`config.mk`:
```
export PLATFORM = sky130hd
export DESIGN_NAME = mem_unit
export DESIGN_NICKNAME = d
export VERILOG_FILES = /design/src/rtl/mc_pkg.sv /design/src/rtl/mem_array.sv /design/src/rtl/mem_unit.sv
export SDC_FILE = /design/constraint.sdc
export NUM_CORES = 2
export LEC_CHECK = 0
export CAP_MARGIN = 0
export CELL_PAD_IN_SITES_DETAIL_PLACEMENT = 1
export CELL_PAD_IN_SITES_GLOBAL_PLACEMENT = 2
export CORE_ASPECT_RATIO = 0.75
export CORE_UTILIZATION = 50
export DETAILED_ROUTE_END_ITERATION = 12
export PLACE_DENSITY = 0.76
export RECOVER_POWER = 100
export SYNTH_ARGS = -nofsm -noshare
export SYNTH_HDL_FRONTEND = slang
export SYNTH_SLANG_ARGS = --single-unit
```
`constraint.sdc`:
```
create_clock -name clk -period 8.3 [get_ports clk]
set_input_delay 0.83 -clock clk [delete_from_list [all_inputs] [get_ports clk]]
set_output_delay 0.83 -clock clk [all_outputs]
set_load 0.01 [all_outputs]
```
`src/rtl/mc_pkg.sv`:
```
// Shared constants and types for the microcontroller memory subsystem.
package mc_pkg;

  localparam int WORD_W          = 16;
  localparam int WAIT_CYCLES_DEF = 2;
  localparam int CNT_W           = 4;

  typedef enum logic [1:0] {
    IDLE = 2'd0,
    BUSY = 2'd1,
    DONE = 2'd2
  } mem_state_t;

endpackage

```
`src/rtl/mem_array.sv`:
```
// Single-port synchronous RAM: registered read, write on rising edge.
// Contents are deliberately not reset.
module mem_array #(
  parameter int ADDR_W = 8,
  parameter int WORD_W = mc_pkg::WORD_W
) (
  input  logic              clk,
  input  logic              we,
  input  logic [ADDR_W-1:0] addr,
  input  logic [WORD_W-1:0] wdata,
  output logic [WORD_W-1:0] rdata
);

  logic [WORD_W-1:0] mem_q [2**ADDR_W];

  // Write port and registered read port (read returns pre-write contents).
  always_ff @(posedge clk) begin
    if (we) begin
      mem_q[addr] <= wdata;
    end
    rdata <= mem_q[addr];
  end

endmodule

```
`src/rtl/mem_unit.sv`:
```
// Data memory with MAR/MDR and a wait-state access sequencer.
// An access latches address, data and direction at its start edge, counts
// WAIT_CYCLES, performs the RAM access, then raises MFC until memEN drops.
module mem_unit
  import mc_pkg::*;
#(
  parameter int ADDR_W      = 8,
  parameter int WORD_W      = mc_pkg::WORD_W,
  parameter int WAIT_CYCLES = mc_pkg::WAIT_CYCLES_DEF
) (
  input  logic              clk,
  input  logic              rst,
  input  logic [WORD_W-1:0] bus_in,
  input  logic              marIn,
  input  logic              mdrWriteEN,
  input  logic              mdrReadEN,
  input  logic              mdrOut,
  input  logic              memEN,
  input  logic              RW,
  output logic [WORD_W-1:0] bus_out,
  output logic              bus_drive,
  output logic              MFC,
  output logic              busy
);

  localparam logic [CNT_W-1:0] WAIT_INIT = CNT_W'(WAIT_CYCLES);

  mem_state_t        state_q, state_d;
  logic [CNT_W-1:0]  cnt_q, cnt_d;
  logic [ADDR_W-1:0] addr_q, addr_d;
  logic [WORD_W-1:0] wdata_q, wdata_d;
  logic              rw_q, rw_d;
  logic              mfc_q, mfc_d;
  logic [WORD_W-1:0] rdbuf_q, rdbuf_d;
  logic [WORD_W-1:0] mar_q, mar_d;
  logic [WORD_W-1:0] mdr_q, mdr_d;

  logic              ram_we_s;
  logic [ADDR_W-1:0] ram_addr_s;
  logic [WORD_W-1:0] ram_rdata_s;
  logic              unused_mar_s;

  // Upper MAR bits only wrap the address; they do not reach the RAM.
  assign unused_mar_s = ^mar_q;

  // While idle the RAM pre-reads the MAR target so that the registered read
  // data is ready at the completing edge even with zero wait states; once an
  // access starts it sees only the latched address.
  assign ram_addr_s = (state_q == IDLE) ? mar_q[ADDR_W-1:0] : addr_q;

  mem_array #(
    .ADDR_W (ADDR_W),
    .WORD_W (WORD_W)
  ) u_mem_array (
    .clk   (clk),
    .we    (ram_we_s),
    .addr  (ram_addr_s),
    .wdata (wdata_q),
    .rdata (ram_rdata_s)
  );

  // State and datapath registers; async reset drops any in-flight access.
  always_ff @(posedge clk or posedge rst) begin
    if (rst) begin
      state_q <= IDLE;
      cnt_q   <= {CNT_W{1'b0}};
      addr_q  <= {ADDR_W{1'b0}};
      wdata_q <= {WORD_W{1'b0}};
      rw_q    <= 1'b0;
      mfc_q   <= 1'b0;
      rdbuf_q <= {WORD_W{1'b0}};
      mar_q   <= {WORD_W{1'b0}};
      mdr_q   <= {WORD_W{1'b0}};
    end else begin
      state_q <= state_d;
      cnt_q   <= cnt_d;
      addr_q  <= addr_d;
      wdata_q <= wdata_d;
      rw_q    <= rw_d;
      mfc_q   <= mfc_d;
      rdbuf_q <= rdbuf_d;
      mar_q   <= mar_d;
      mdr_q   <= mdr_d;
    end
  end

  // Access sequencer: next state, counter, latched operands, MFC, RAM write.
  always_comb begin
    state_d  = state_q;
    cnt_d    = cnt_q;
    addr_d   = addr_q;
    wdata_d  = wdata_q;
    rw_d     = rw_q;
    mfc_d    = mfc_q;
    rdbuf_d  = rdbuf_q;
    ram_we_s = 1'b0;

    case (state_q)
      IDLE: begin
        mfc_d = 1'b0;
        if (memEN) begin
          addr_d  = mar_q[ADDR_W-1:0];
          rw_d    = RW;
          wdata_d = mdr_q;
          cnt_d   = WAIT_INIT;
          state_d = BUSY;
        end else begin
          state_d = IDLE;
        end
      end
      BUSY: begin
        if (!memEN) begin
          // Abort: nothing is written and rdbuf keeps its old value.
          mfc_d   = 1'b0;
          state_d = IDLE;
        end else if (cnt_q != {CNT_W{1'b0}}) begin
          cnt_d = cnt_q - {{(CNT_W-1){1'b0}}, 1'b1};
        end else begin
          if (rw_q) begin
            rdbuf_d = ram_rdata_s;
          end else begin
            ram_we_s = 1'b1;
          end
          mfc_d   = 1'b1;
          state_d = DONE;
        end
      end
      DONE: begin
        if (memEN) begin
          mfc_d = 1'b1;
        end else begin
          mfc_d   = 1'b0;
          state_d = IDLE;
        end
      end
      default: begin
        mfc_d   = 1'b0;
        state_d = IDLE;
      end
    endcase
  end

  // MAR/MDR loads from the register bus; a bus write beats a read-buffer load.
  always_comb begin
    mar_d = mar_q;
    mdr_d = mdr_q;
    if (marIn) begin
      mar_d = bus_in;
    end else begin
      mar_d = mar_q;
    end
    if (mdrWriteEN) begin
      mdr_d = bus_in;
    end else if (mdrReadEN) begin
      mdr_d = rdbuf_q;
    end else begin
      mdr_d = mdr_q;
    end
  end

  assign bus_out   = mdrOut ? mdr_q : {WORD_W{1'b0}};
  assign bus_drive = mdrOut;
  assign MFC       = mfc_q;
  assign busy      = (state_q == BUSY);

endmodule

```
==> flow_summary.ini <==
[critical_path]
arrival_ns = 8.08
critPathKind = flip-flop to flip-flop
crit_path_end_kind = flip-flop
cp_max_fo = 36
cp_data_required_time_ns = 8.81
start_kind = flip-flop

[run_status]
status = finished, violations left
violations = max-capacitance violations, max-slew violations

[final_layout]
finalNetCount = 9075
drive_gt1_share_pct = 9.49
final_area_mm2 = 0.180
ff_latch_area_mm2 = 0.125
final_util_pct = 56.6
fillers = 27852
area_growth_syn_to_layout_pct = 12.3
multi_input_area_mm2 = 0.0329

[yosys]
yosysWarnings = 0
yosys.area.top_type = edfxtp_1
syn-cell-area_mm2 = 0.160
synth-edff-count = 4096
yosysSeqAreaShare_pct = 78.2
synthesis.nets = 8648
synth_seq_cells = 4184
ys_types = 39
synthTopCellsByArea = edfxtp_1, mux2i_1, o22ai_1
synth_area_per_cell_um2 = 18.6
syn_inst = 8619
synth_flop_cell = edfxtp_1
yosysTopAreaCellShare_pct = 76.8
async_reset_ff_share_pct = 1.72

[place]
place_ws_ns = 2.00
gp_congestion = 0.832
port_buffers = 42
dpl.hpwl_um = 272000
dpl_cell_area_mm2 = 0.168

[grt]
gr-total-overflow = 0
grt_pass1_wl_um = 661000
met2_usage_pct = 44.0
grtUsageTotal_pct = 28.9
use_met3_pct = 5.75
grtUsageMet1_pct = 41.9
gr-max-usage-layer = met2
first_global_vias = 87688
antenna_found_initial = 34
grt_max_degree = 210

[sta]
fin_ws_ns = 0.729
rsz0062_at_grt = false
post-route-period-util_pct = 91.2
hold_viol_final = 0
tns_ns = 0
relSlewSlack_pct = -269
final-setup-viol-count = 0
max_slew.worst_pin.slew_ns = 5.53
fin_crit_ns = 7.57
maxSlewViolCount = 4992
fin_skew_ns = 0.0401
maxClockFrequency_ghz = 0.132

[clocking]
root_buffer = clkbuf_16
cts_htree_levels = 5
clk_latency_ns = 0.92
cts_setup_buffers = 0
cts_num_sinks = 4184
cts_hold_buffers = 0
clockBufferDepth = 4
cts_buffers = 399
clk_pin_slew_ns = 0.07
post_cts_resized = 0
tritoncts = built

[power]
combPwrFrac_pct = 29.0
p_clk_share_pct = 28.3
power.leakage_nw = 61.4
p_int_mw = 42.7
cellPowerDensity_mw_per_mm2 = 358
sw_frac_of_total_pct = 33.6
power.switching_mw = 21.6
p_seq_share_pct = 42.6
finalPower_mw = 64.3
max-vdd-ir-drop_v = 0.000506

[routing]
vias_per_cell = 6.40
dr.pass1.iters = 6
wl_per_cell_um = 34.8
drt_iter0_drc = 10268
detail-route-antenna-nets = 0
drc = 0
num_vias = 87190
wirelength_um = 474000

[floorplanning]
io_pins = 43
die_area_mm2 = 0.322
core_mm2 = 0.318
start_util_pct = 50.4
chipHeight_um = 492
die_w_um = 655
num_rows = 179

[flow_run]
maxCapViolations = 114

[worst_hold_path]
hold_path_class = primary input to flip-flop
placed cells by master, fill, tap and decap left out, types with 15 or more instances in the layout:
master | Yosys | layout
clkbuf_1 | 193 | 380
clkbuf_2 | 0 | 15
buf_12 | 0 | 32
dfxtp_1 | 16 | 16
edfxtp_1 | 4096 | 4096
o22ai_1 | 1025 | 1025
nand4_1 | 17 | 17
mux2i_1 | 2068 | 2068
o41ai_1 | 256 | 214
bufinv_16 | 0 | 42
dfrtp_1 | 72 | 71
o41ai_2 | 0 | 41
nor2_1 | 263 | 260
clkinv_2 | 0 | 73
mux2_2 | 49 | 47
clkinv_1 | 0 | 91
nand2_1 | 60 | 58
clkdlybuf4s50_1 | 0 | 31
a41oi_1 | 48 | 47
a2111o_1 | 16 | 16
buf_4 | 27 | 174
o21ai_0 | 22 | 21
clkbuf_16 | 0 | 407
critical path: stages (launching register included):
cell and delay [ns]:
dfrtp_1 0.40, inv_1 0.11, ha_1 0.18, buf_4 0.35, nand3b_1 0.19, o21ai_4 0.08, clkbuf_1 2.55, nand2_1 1.42
nor2_1 1.79
registers in the layout (all words and copies together) (netlist names), 2 cells and up:
signal	count
addr_q	8
cnt_q	4
mar_q	8
mdr_q	16
rdbuf_q	16
state_q	2
u_mem_array.mem_q	4096
u_mem_array.rdata	16
wdata_q	16
routing by layer:
metal,vias up,part of all wire [%]
met4,6,3.6
met2,3985,45
met5,-,0.0086
met3,736,8.9
met1,46280,42
li1,36183,-
kinds of logic (layout without fill, tap and decap cells):
group / count (synthesis) / after routing / synth area share (%)
mux: 2117 / 2117 / 13.3
flops: 4184 / 4184 / 78.2
fa+ha+maj: 5 / 5 / 0.0391
xor+xnor: 2 / 2 / 0.0109
simple gates: 383 / 383 / 0.997
compound gates: 1387 / 1387 / 5.93
other cells: 0 / 7 / 0
buf+inv: 541 / 1293 / 1.59
cell usage after synthesis, drive strengths merged, types with 2 or more instances:
library cell	count
buf	341
nand3b	2
mux2i	2068
o22ai	1025
o41ai	256
a41oi	48
nand2b	3
nand2	60
or2	4
a2111o	16
a21oi	3
edfxtp	4096
nand4	17
and2	16
nor2	263
dfxtp	16
clkbuf	193
mux2	49
nor3b	4
ha	5
dfrtp	72
nor3	3
nor4	4
xor2	2
nand3	3
inv	7
and3b	3
o21ai	33
power by group through the flow:
stage / registers [mW] / logic, mW / clock network (mW)
4_1_cts: 26.9 / 18.7 / 18.4
3_5_place_dp: 27.4 / 18.5 / 0
3_3_place_gp: 27.3 / 18.0 / 0
5_1_grt: 27.4 / 19.4 / 19.1
6_report: 27.4 / 18.7 / 18.2
2_1_floorplan: 28.5 / 10.0 / 0
stage by stage:
| stage | hold WS (ns) | std cells |
|---|---|---|
| 3_5_place_dp | 0.497 | 12897 |
| 6_report | 0.500 | 13631 |
| 4_1_cts | 0.451 | 13623 |
| 2_1_floorplan | 0.440 | 8619 |
| 3_3_place_gp | 0.492 | 12889 |
| 5_1_grt | 0.488 | 13625 |
path summary, 6_finish.rpt:
path	startpoint	end	slack, ns	depth (start not counted)
setup / recovery	state_q[1]	u_mem_array.mem_q[80][9]	0.73	8
hold / removal	bus_in[9]	mdr_q[9]	0.50	3
setup reg to reg	state_q[1]	u_mem_array.mem_q[80][9]	0.73	8
hold reg to reg	rdbuf_q[4]	rdbuf_q[4]	0.52	1
max in group asynchronous	rst	wdata_q[6]	3.60	3
min in group asynchronous	rst	mdr_q[12]	1.89	3
cell type report:
type / count / share of cell area [%]
clock buffer: 493 / 5.85
clock inverter: 233 / 1.27
sequential: 4184 / 69.6
timing repair buffer: 560 / 1.98
inverter: 7 / 0.0146
multi-input combinational: 3894 / 18.3
tap: 4253 / 2.96
antenna: 7 / 0.00974
Power figures use the tool's default switching activity.
